### src/rtl/ppu_cpu_readback_if.sv
// Avalon-MM slave bus between the CPU and the PPU read responder.
interface ppu_cpu_readback_if;
  logic        chipselect;
  logic        read;
  logic        write;
  logic [11:0] address;
  logic [31:0] write_data;
  logic [31:0] readdata;
  logic        waitrequest;

  modport master (
    output chipselect, read, write, address, write_data,
    input  readdata, waitrequest
  );

  modport slave (
    input  chipselect, read, write, address, write_data,
    output readdata, waitrequest
  );
endinterface

### src/rtl/ppu_cpu_readback.sv
// CPU read responder, status/control window, frame counter and vblank IRQ for the PPU.
// Build option: PPU_RD_VBLANK_GATE_EN holds memory-region reads in IDLE until vblank is high.
module ppu_cpu_readback #(
  parameter int MEM_LAT = 1,
  parameter int FRAME_W = 16
) (
  input  logic               clk,
  input  logic               rst_n,
  ppu_cpu_readback_if.slave  bus,
  input  logic               i_vblank,
  output logic               o_irq,
  output logic [4:0]         o_mem_sel,
  output logic               o_mem_rd,
  output logic [10:0]        o_mem_addr,
  input  logic [31:0]        i_tile_buffer_rdata,
  input  logic [31:0]        i_tile_graphics_rdata,
  input  logic [31:0]        i_sprite_graphics_rdata,
  input  logic [31:0]        i_oam_rdata,
  input  logic [23:0]        i_palette_rdata
);

  typedef enum logic [1:0] {
    S_IDLE  = 2'd0,
    S_ISSUE = 2'd1,
    S_WAIT  = 2'd2,
    S_DONE  = 2'd3
  } state_t;

  localparam logic [11:0] A_STATUS  = 12'h3F0;
  localparam logic [11:0] A_CTRL    = 12'h3F1;
  localparam logic [11:0] A_IRQ_ACK = 12'h3F2;
  localparam logic [4:0]  SEL_TBUF  = 5'b00001;
  localparam logic [4:0]  SEL_TGFX  = 5'b00010;
  localparam logic [4:0]  SEL_SGFX  = 5'b00100;
  localparam logic [4:0]  SEL_OAM   = 5'b01000;
  localparam logic [4:0]  SEL_PAL   = 5'b10000;
  localparam logic [1:0]  LAT_M1    = 2'(MEM_LAT - 1);

  state_t             r_state;
  state_t             w_next;
  logic [1:0]         r_cnt;
  logic [31:0]        r_readdata;
  logic               r_irq_en;
  logic               r_gfx_bank;
  logic               r_irq_pending;
  logic               r_vblank_q;
  logic               r_status_rd;
  logic [FRAME_W-1:0] r_frame_count;

  logic        w_rd_req;
  logic        w_wr_req;
  logic [4:0]  w_sel_dec;
  logic        w_mem_ok;
  logic        w_start_mem;
  logic        w_start_reg;
  logic        w_capture_mem;
  logic [31:0] w_reg_rdata;
  logic [31:0] w_mem_rdata;
  logic [15:0] w_frame_ext;
  logic        w_vb_rise;
  logic        w_pend_set;
  logic        w_pend_clr;
  logic        w_unused_wdata;

  function automatic logic [4:0] f_mem_sel(input logic [11:0] a, input logic bank);
    if (a[11]) begin
      f_mem_sel = bank ? SEL_SGFX : SEL_TGFX;
    end else if (a[11:9] == 3'b000) begin
      f_mem_sel = SEL_TBUF;
    end else if (a[11:8] == 4'b0010) begin
      f_mem_sel = SEL_OAM;
    end else if (a[11:3] == 9'h060) begin
      f_mem_sel = SEL_PAL;
    end else begin
      f_mem_sel = 5'b00000;
    end
  endfunction

  function automatic logic [10:0] f_mem_index(input logic [11:0] a);
    if (a[11]) begin
      f_mem_index = a[10:0];
    end else if (a[11:9] == 3'b000) begin
      f_mem_index = {2'b00, a[8:0]};
    end else if (a[11:8] == 4'b0010) begin
      f_mem_index = {3'b000, a[7:0]};
    end else if (a[11:3] == 9'h060) begin
      f_mem_index = {8'h00, a[2:0]};
    end else begin
      f_mem_index = 11'd0;
    end
  endfunction

  assign w_rd_req       = bus.chipselect && bus.read;
  assign w_wr_req       = bus.chipselect && bus.write && !bus.read;
  assign w_sel_dec      = f_mem_sel(bus.address, r_gfx_bank);
  assign w_frame_ext    = 16'(r_frame_count);
  assign w_vb_rise      = i_vblank && !r_vblank_q;
  assign w_unused_wdata = ^bus.write_data[31:2];
  // Stall is dropped during reset so an interrupted transfer cannot hang the bus.
  assign bus.waitrequest = rst_n && w_rd_req && (r_state != S_DONE);
  assign bus.readdata    = r_readdata;

`ifdef PPU_RD_VBLANK_GATE_EN
  assign w_mem_ok = i_vblank;
`else
  assign w_mem_ok = 1'b1;
`endif

  // Register window contents as seen by a read launched this cycle.
  always_comb begin
    w_reg_rdata = 32'd0;
    case (bus.address)
      A_STATUS: w_reg_rdata = {w_frame_ext, 13'd0, r_gfx_bank, r_vblank_q, r_irq_pending};
      A_CTRL:   w_reg_rdata = {30'd0, r_gfx_bank, r_irq_en};
      default:  w_reg_rdata = 32'd0;
    endcase
  end

  // Return-data mux keyed by the held one-hot memory select.
  always_comb begin
    w_mem_rdata = 32'd0;
    case (o_mem_sel)
      SEL_TBUF: w_mem_rdata = i_tile_buffer_rdata;
      SEL_TGFX: w_mem_rdata = i_tile_graphics_rdata;
      SEL_SGFX: w_mem_rdata = i_sprite_graphics_rdata;
      SEL_OAM:  w_mem_rdata = i_oam_rdata;
      SEL_PAL:  w_mem_rdata = {8'd0, i_palette_rdata};
      default:  w_mem_rdata = 32'd0;
    endcase
  end

  // Read FSM state register.
  always_ff @(posedge clk or negedge rst_n) begin
    if (!rst_n) begin
      r_state <= S_IDLE;
    end else begin
      r_state <= w_next;
    end
  end

  // Read FSM next-state and strobes.
  always_comb begin
    w_next        = r_state;
    w_start_mem   = 1'b0;
    w_start_reg   = 1'b0;
    w_capture_mem = 1'b0;
    case (r_state)
      S_IDLE: begin
        if (w_rd_req) begin
          if (w_sel_dec == 5'b00000) begin
            w_next      = S_DONE;
            w_start_reg = 1'b1;
          end else if (w_mem_ok) begin
            w_next      = S_ISSUE;
            w_start_mem = 1'b1;
          end else begin
            w_next = S_IDLE;
          end
        end else begin
          w_next = S_IDLE;
        end
      end
      S_ISSUE: w_next = S_WAIT;
      S_WAIT: begin
        if (r_cnt == 2'd0) begin
          w_next        = S_DONE;
          w_capture_mem = 1'b1;
        end else begin
          w_next = S_WAIT;
        end
      end
      S_DONE:  w_next = S_IDLE;
      default: w_next = S_IDLE;
    endcase
  end

  assign w_pend_set = w_vb_rise && r_irq_en;
  assign w_pend_clr = ((r_state == S_DONE) && r_status_rd) ||
                      (w_wr_req && (bus.address == A_IRQ_ACK) && bus.write_data[0]);

  // Datapath: memory port, read capture, control/status registers and frame counter.
  always_ff @(posedge clk or negedge rst_n) begin
    if (!rst_n) begin
      o_mem_sel     <= 5'd0;
      o_mem_rd      <= 1'b0;
      o_mem_addr    <= 11'd0;
      r_cnt         <= 2'd0;
      r_readdata    <= 32'd0;
      r_status_rd   <= 1'b0;
      r_irq_en      <= 1'b0;
      r_gfx_bank    <= 1'b0;
      r_irq_pending <= 1'b0;
      r_vblank_q    <= 1'b0;
      r_frame_count <= '0;
      o_irq         <= 1'b0;
    end else begin
      o_mem_rd   <= w_start_mem;
      r_vblank_q <= i_vblank;
      o_irq      <= r_irq_pending && r_irq_en;

      if (w_start_mem) begin
        o_mem_sel  <= w_sel_dec;
        o_mem_addr <= f_mem_index(bus.address);
      end else if (w_capture_mem) begin
        o_mem_sel  <= 5'd0;
        o_mem_addr <= 11'd0;
      end

      if (r_state == S_ISSUE) begin
        r_cnt <= LAT_M1;
      end else if ((r_state == S_WAIT) && (r_cnt != 2'd0)) begin
        r_cnt <= r_cnt - 2'd1;
      end

      if (w_start_reg) begin
        r_readdata  <= w_reg_rdata;
        r_status_rd <= (bus.address == A_STATUS);
      end else if (w_capture_mem) begin
        r_readdata  <= w_mem_rdata;
        r_status_rd <= 1'b0;
      end

      if (w_wr_req && (bus.address == A_CTRL)) begin
        r_irq_en   <= bus.write_data[0];
        r_gfx_bank <= bus.write_data[1];
      end

      // A vblank set beats a simultaneous acknowledge.
      if (w_pend_set) begin
        r_irq_pending <= 1'b1;
      end else if (w_pend_clr) begin
        r_irq_pending <= 1'b0;
      end

      if (w_vb_rise) begin
        r_frame_count <= r_frame_count + FRAME_W'(1);
      end
    end
  end

endmodule

### src/flat_wrapper.sv
// flat-port wrapper written by rule: the top's interface ports become plain ports
module ppu_cpu_readback_flat 
#(
  parameter int MEM_LAT = 1,
  parameter int FRAME_W = 16
)
  (clk, rst_n, i_vblank, o_irq, o_mem_sel, o_mem_rd, o_mem_addr, i_tile_buffer_rdata, i_tile_graphics_rdata, i_sprite_graphics_rdata, i_oam_rdata, i_palette_rdata, bus_chipselect, bus_read, bus_write, bus_address, bus_write_data, bus_readdata, bus_waitrequest);
  ppu_cpu_readback_if bus_i ();
  input  logic clk;
  input  logic rst_n;
  input  logic i_vblank;
  output logic o_irq;
  output logic [4:0] o_mem_sel;
  output logic o_mem_rd;
  output logic [10:0] o_mem_addr;
  input  logic [31:0] i_tile_buffer_rdata;
  input  logic [31:0] i_tile_graphics_rdata;
  input  logic [31:0] i_sprite_graphics_rdata;
  input  logic [31:0] i_oam_rdata;
  input  logic [23:0] i_palette_rdata;
  input wire logic [$bits(bus_i.chipselect)-1:0] bus_chipselect;
  input wire logic [$bits(bus_i.read)-1:0] bus_read;
  input wire logic [$bits(bus_i.write)-1:0] bus_write;
  input wire logic [$bits(bus_i.address)-1:0] bus_address;
  input wire logic [$bits(bus_i.write_data)-1:0] bus_write_data;
  output wire logic [$bits(bus_i.readdata)-1:0] bus_readdata;
  output wire logic [$bits(bus_i.waitrequest)-1:0] bus_waitrequest;
  assign bus_i.chipselect = bus_chipselect;
  assign bus_i.read = bus_read;
  assign bus_i.write = bus_write;
  assign bus_i.address = bus_address;
  assign bus_i.write_data = bus_write_data;
  assign bus_readdata = bus_i.readdata;
  assign bus_waitrequest = bus_i.waitrequest;
  ppu_cpu_readback #(.MEM_LAT(MEM_LAT), .FRAME_W(FRAME_W)) u_core (.clk(clk), .rst_n(rst_n), .bus(bus_i), .i_vblank(i_vblank), .o_irq(o_irq), .o_mem_sel(o_mem_sel), .o_mem_rd(o_mem_rd), .o_mem_addr(o_mem_addr), .i_tile_buffer_rdata(i_tile_buffer_rdata), .i_tile_graphics_rdata(i_tile_graphics_rdata), .i_sprite_graphics_rdata(i_sprite_graphics_rdata), .i_oam_rdata(i_oam_rdata), .i_palette_rdata(i_palette_rdata));
endmodule
### config.mk
export PLATFORM = sky130hd
export DESIGN_NAME = ppu_cpu_readback_flat
export DESIGN_NICKNAME = d
export VERILOG_FILES = /design/src/rtl/ppu_cpu_readback_if.sv /design/src/rtl/ppu_cpu_readback.sv /design/src/flat_wrapper.sv
export SDC_FILE = /design/constraint.sdc
export NUM_CORES = 1
export LEC_CHECK = 0
export CAP_MARGIN = 20
export CORE_MARGIN = 3
export CORE_UTILIZATION = 40
export DETAILED_ROUTE_END_ITERATION = 7
export HOLD_SLACK_MARGIN = 0.05
export MAX_ROUTING_LAYER = met4
export PLACE_DENSITY = 0.92
export SLEW_MARGIN = 15
export SYNTH_ARGS = -nofsm -noshare
export SYNTH_HDL_FRONTEND = slang
export SYNTH_SLANG_ARGS = --single-unit
### constraint.sdc
create_clock -name clk -period 3.89 [get_ports clk]
set_input_delay 0.9725 -clock clk [delete_from_list [all_inputs] [get_ports clk]]
set_output_delay 0.9725 -clock clk [all_outputs]
set_load 0.05 [all_outputs]
---- Word level (Yosys, flattened, before mapping) ----
Cells that the tools add are included.
storage, ports and cells
  flip-flop bits (word level) ............. 75
  latch bits .............................. 0
  RAM bits ................................ 0
  bits in read-only memories .............. 0
  input port bits ......................... 202
  output and inout port bits .............. 51
  logic and storage cells ................. 89
  memories ................................ 0
operators by class
  add/sub/neg operators ................... 2
  $mul .................................... 0
  div/mod/pow operators ................... 0
  $lt $le $gt $ge ......................... 0
  eq/ne operators ......................... 14
  shifts and indexed selects .............. 0
  multiplexer cells ....................... 35
  bitwise gates (word level) .............. 0
  reduce and logical (&&, ||, !) cells .... 25
operators with widths
  kind                                                   number
  case mux 32 bit (5 select lines)                       1
  two-way mux 32 bit                                     2
  case mux 32 bit (2 select lines)                       1
  two-way mux 11 bit                                     5
  equality test 12 x 10 -> 1 bit, second input constant  3
  two-way mux 5 bit                                      6
  adder 16 x 1 -> 16 bit, second input constant          1
  logical AND 1 bit                                      13
  two-way mux 1 bit                                      13
  nonzero test 2 bit                                     5
  equality test 9 x 7 -> 1 bit, second input constant    1
  two-way mux 2 bit                                      4
  case mux 2 bit (4 select lines)                        1
  two-way mux 3 bit                                      2
  equality test 5 x 1 -> 1 bit, second input constant    1
  equality test 5 x 2 -> 1 bit, second input constant    1
  equality test 5 x 3 -> 1 bit, second input constant    1
  equality test 5 x 4 -> 1 bit, second input constant    1
  equality test 5 bit, second input constant             1
  logical NOT 5 bit                                      1
  equality test 2 bit, second input constant             2
  equality test 4 x 2 -> 1 bit, second input constant    1
  logical NOT 2 bit                                      2
  logical NOT 3 bit                                      1
  5 further kinds                                        6

---- Longest topological paths before layout ----
  depth in word-level cells ............... 10
  mapped depth ............................ 10
  gate-level depth less buffers ........... 8

---- Least setup slack after synthesis ----
No wires, ideal clock.
  path kind ............................... input-to-output
  start point ............................. input port bus_read
  end point ............................... output port bus_waitrequest
  arrival time ............................ 1.472 ns
  required time ........................... 2.918 ns
  path slack .............................. 1.445 ns
  cell stages on the path ................. 1
  path buffers ............................ 0
  cell sequence ........................... and4b_1
between the ends
  word-level cells in the longest chain between the ends .. 3
RTL lines
  item                            RTL line                 RTL
  from (decl)                     flat_wrapper.sv:22       input wire logic [$bits(bus_i.read)-1:0] bus_read;
  logical AND 1 bit               ppu_cpu_readback.sv:93   assign w_rd_req = bus.chipselect && bus.read;
  logical AND 1 bit (2 in a row)  ppu_cpu_readback.sv:100  assign bus.waitrequest = rst_n && w_rd_req && (r_state != S_DONE);
  to (decl)                       flat_wrapper.sv:27       output wire logic [$bits(bus_i.waitrequest)-1:0] bus_waitrequest;
Every way passes these cells.

---- Final worst setup path ----
  start point ............................. input port bus_address[4]
  end point ............................... register u_core.o_mem_addr[3]
between the ends
  word-level cells in the longest chain between the ends .. 10
  elaborated cells between the ends (all ways) .. 11
  classes of those cells .................. eq/ne: 1; mux: 8; reduce/logical: 2
RTL lines
  item                                                      RTL line                 RTL
  from (decl)                                               flat_wrapper.sv:24       input wire logic [$bits(bus_i.address)-1:0] bus_address;
  equality test 9 x 7 -> 1 bit (*)                          ppu_cpu_readback.sv:72   end else if (a[11:3] == 9'h060) begin
  two-way mux 5 bit (*)                                     ppu_cpu_readback.sv:72
  two-way mux 5 bit (*)                                     ppu_cpu_readback.sv:70   end else if (a[11:8] == 4'b0010) begin
  two-way mux 5 bit (*)                                     ppu_cpu_readback.sv:68   end else if (a[11:9] == 3'b000) begin
  two-way mux 5 bit (*)                                     ppu_cpu_readback.sv:66   if (a[11]) begin
  logical NOT 5 bit (*)                                     ppu_cpu_readback.sv:150  if (w_sel_dec == 5'b00000) begin
  two-way mux 1 bit (*)                                     ppu_cpu_readback.sv:150
  two-way mux 1 bit (*)                                     ppu_cpu_readback.sv:149  if (w_rd_req) begin
  two-way mux 1 bit (*)                                     ppu_cpu_readback.sv:147  case (r_state)
  named net u_core.w_start_mem                              ppu_cpu_readback.sv:54   logic w_start_mem;
  two-way mux 11 bit or nonzero test 2 bit (tied branches)  -
  to (signal assigned)                                      ppu_cpu_readback.sv:203  o_mem_addr <= f_mem_index(bus.address);
  to (decl)                                                 ppu_cpu_readback.sv:14   output logic [10:0] o_mem_addr,
Mark *: on every way through the listed nets, which the timed path passes. The rest lies on a longest branch.
A chain may end at the register's enable or synchronous reset.

==> metrics.txt <==
status=complete, no violations; sequential share of power=between 20% and 30%; Distinct cells, synth=48; vias in the first global route=4956; critical path capture point type=flip-flop; # IOs=~250; CTS max path bufs=2; Post-DRT Antenna Nets=0; # placed instances=799; net switching power=about 0.0019 W; Comb power frac=53.3%; Avg Inst Size Synth=just over 9 um2; fin cells=about 800; ys flop type=dfrtp_1; Mapped Cells=between 400 and 500; Vias=about 4700; PD cells=about 630 mW/mm2; f_max=~330 MHz; fraction of layout cells with a size suffix above 1=6.74%; setup bufs post-CTS=0; Tcrit/Tclk final=roughly 79%; Worst path max stage delay=between 0.4 and 0.5 ns; Crit Path Class=in -> reg; slowest CP cell=clkdlybuf4s50_1; Tightest Hold Check Type=reg -> reg; clock sink total=75; switching fraction of total power=45.2%; Final Hold Fails=0; Power, Total=0.00431 W; DRT Pass-1 Iters=5; Synth Register Bits=75; initial drt markers=322; CTS tree=done; number of flops mapped to enable cells by yosys=0; Critical Path RT=roughly 4.1 ns; Layout area overhead=61.8%; VDD IR max=0.542 mV; Final Core Density=between 60% and 70%; # port buffers=around 220; Synth async-reset ratio=between 90% and 100%; post-synthesis sequential area ratio=between 40% and 50%; min cycle time layout=3.07 ns; first-pass GRT wire length=~25 mm; Die H=around 110 um; Initial Util=a little over two fifths; drt via density=between 5 and 6; setup violators final=0; CP Launch Type=input port; WP buf/inv=2; setup tns final=0 ns; Max-slew headroom=roughly 26%; Residual DRC=0; RSZ-0062 raised after global routing=false; Synth area leaders=dfrtp_1, nand2_1, a22oi_1; R2R depth=6; clock root cell=clkbuf_8; Post-CTS Resized=0; Skew-Pair Late Insertion Delay=roughly 0.35 ns; Core Rows=36; Die Width=109 um; Synthesis Warnings=0; # Max-Cap Violations=0; DP Wirelength=12.4 mm; clock share of power=a little under a fifth; Lkg Pwr=2.86 nW; clk slew on worst S/H paths=approximately 0.090 ns; Routed WL=16.4 mm; syn nets=674; GP Congestion=0.876; cts hold-fix bufs=0; Tightest Pin Transition=around 1.1 ns; Power Internal=roughly 0.0024 W; GRT Total Usage=28.3%; Layout Nets=between 800 and 900; per-cell routed wire length=20.1 um; largest net degree at the start of global routing=76; total CTS buffers=9; Syn Std Cell Area=around 0.0042 mm2; core area=0.0100 mm2; Max Slew Vio Count=0; leading area contributor after synthesis=dfrtp_1; initial antenna violation count=3; Stages on worst setup path=8; GRT Residual Overflow=0; CP arrival=around 3.3 ns; crit-path leading delay family=simple AND/OR/NAND/NOR gates; Crit Path Max Fanout=21; H-tree levels=3; WHS Path Cells=2; CP cell instances=clkdlybuf4s50_1, nor4_1, nand3_1, nand2_1, nand2b_1, inv_1, nor2_1, a22o_1; Yosys top cell area share=approximately 45%; skew final=between 0.01 and 0.015 ns; filler cell count in the final layout=between 700 and 800; Die ar.=roughly 0.012 mm2
layout make-up:
type	count	area [um2]	share of cell area (%)
Antenna cell	3	7.51	0.110
Clock inverter	7	146	2.15
Clock buffer	9	124	1.82
Timing Repair Buffer	232	2300	33.9
Multi-Input combinational cell	345	2130	31.3
Inverter	14	52.6	0.772
Tap cell	133	166	2.44
Sequential cell	75	1880	27.6
power by group through the flow:
stage / Clock, W / Sequential [W] / Combinational, W
floorplan: 0 / 0.00187 / 0.000764
global placement: 0 / 0.00118 / 0.00223
detailed placement: 0 / 0.00120 / 0.00229
CTS: 0.000827 / 0.00119 / 0.00230
global route: 0.000869 / 0.00122 / 0.00244
finish: 0.000817 / 0.00119 / 0.00230
state kept, by name, indices dropped and copies added, names as in the netlist, 2 cells and up:
| signal | count |
|---|---|
| u_core.r_cnt | 2 |
| u_core.r_frame_count | 16 |
| u_core.o_mem_addr | 11 |
| u_core.o_mem_sel | 5 |
| u_core.bus.readdata | 32 |
| u_core.r_state | 2 |
tightest hold or removal path: stages, from the launching register on:
cell	delay, ns
dfrtp_1	0.35
nand2_1	0.06
o21ai_2	0.05
metal layers:
metal	part of all wire, %	global-route usage [%]	wire, um	vias up
met1	36	30.0	5860	2252
met3	9.3	6.87	1530	49
met2	51	49.3	8440	229
met4	3.5	13.4	569	0
met5	0	-	0	-
li1	-	-	-	2128
cells by family (layout without fill, tap and decap cells):
logic type | Yosys count | after routing | synth area share, %
muxes | 1 | 1 | 0.268
buffers and inverters | 45 | 262 | 4.88
xor gates and xnor gates | 17 | 17 | 3.54
other | 0 | 3 | 0
AOI/OAI and AO/OA | 138 | 138 | 24.1
DFF | 75 | 75 | 44.6
adders and majority gates | 7 | 7 | 2.08
and+or+nand+nor | 182 | 182 | 20.5
path summary, 6_finish.rpt:
| check | startpoint | slack [ns] | to |
|---|---|---|---|
| hold / removal | u_core.bus.readdata[12] | 0.49 | u_core.bus.readdata[12] |
| setup reg to reg | u_core.o_mem_sel[0] | 1.25 | u_core.bus.readdata[0] |
| min in group asynchronous | rst_n | 0.86 | u_core.r_state[0] |
| max in group asynchronous | rst_n | 2.42 | u_core.bus.readdata[14] |
| setup / recovery | bus_address[4] | 0.82 | u_core.o_mem_addr[3] |
| hold reg to reg | u_core.bus.readdata[12] | 0.49 | u_core.bus.readdata[12] |
cells in the mapped netlist (2+ instances only):
library cell / number
xor2_1: 5
and2_1: 4
a21oi_1: 21
nor3_4: 2
nor2b_1: 5
nand2_2: 2
nand2_1: 91
o21ai_2: 10
buf_6: 3
a221oi_1: 13
inv_1: 14
a22oi_1: 34
nand2b_1: 2
dfrtp_1: 75
xnor2_1: 12
and3b_1: 2
nand4_1: 7
buf_2: 8
o22ai_1: 4
nor3_1: 3
o21ai_0: 16
nand3_1: 20
a222oi_1: 13
a22o_1: 11
a31oi_1: 8
clkbuf_1: 18
and3_1: 5
ha_1: 7
o211ai_1: 2
nor2_1: 30
layout by cell type, fill, tap and decap left out, drive strengths merged, types with 7 or more instances in the layout:
| cell type | instances |
|---|---|
| a31oi | 8 |
| xnor2 | 12 |
| nand4 | 7 |
| o21ai | 26 |
| inv | 17 |
| nor2 | 30 |
| a222oi | 13 |
| dfrtp | 75 |
| a22o | 11 |
| ha | 7 |
| buf | 12 |
| clkdlybuf4s50 | 220 |
| a221oi | 13 |
| nand3 | 20 |
| clkbuf | 9 |
| a21oi | 21 |
| nand2 | 93 |
| a22oi | 34 |
per-stage QoR:
stage | cell area [um2] | hold slack, ns | worst slack (ns)
2_1_floorplan | 4210 | 0.445 | 1.45
3_3_place_gp | 6530 | 0.462 | 0.623
3_5_place_dp | 6530 | 0.477 | 0.508
4_1_cts | 6800 | 0.496 | 0.850
5_1_grt | 6810 | 0.518 | 0.639
6_report | 6810 | 0.492 | 0.821
Note: power is estimated with default switching activity, not from simulation.
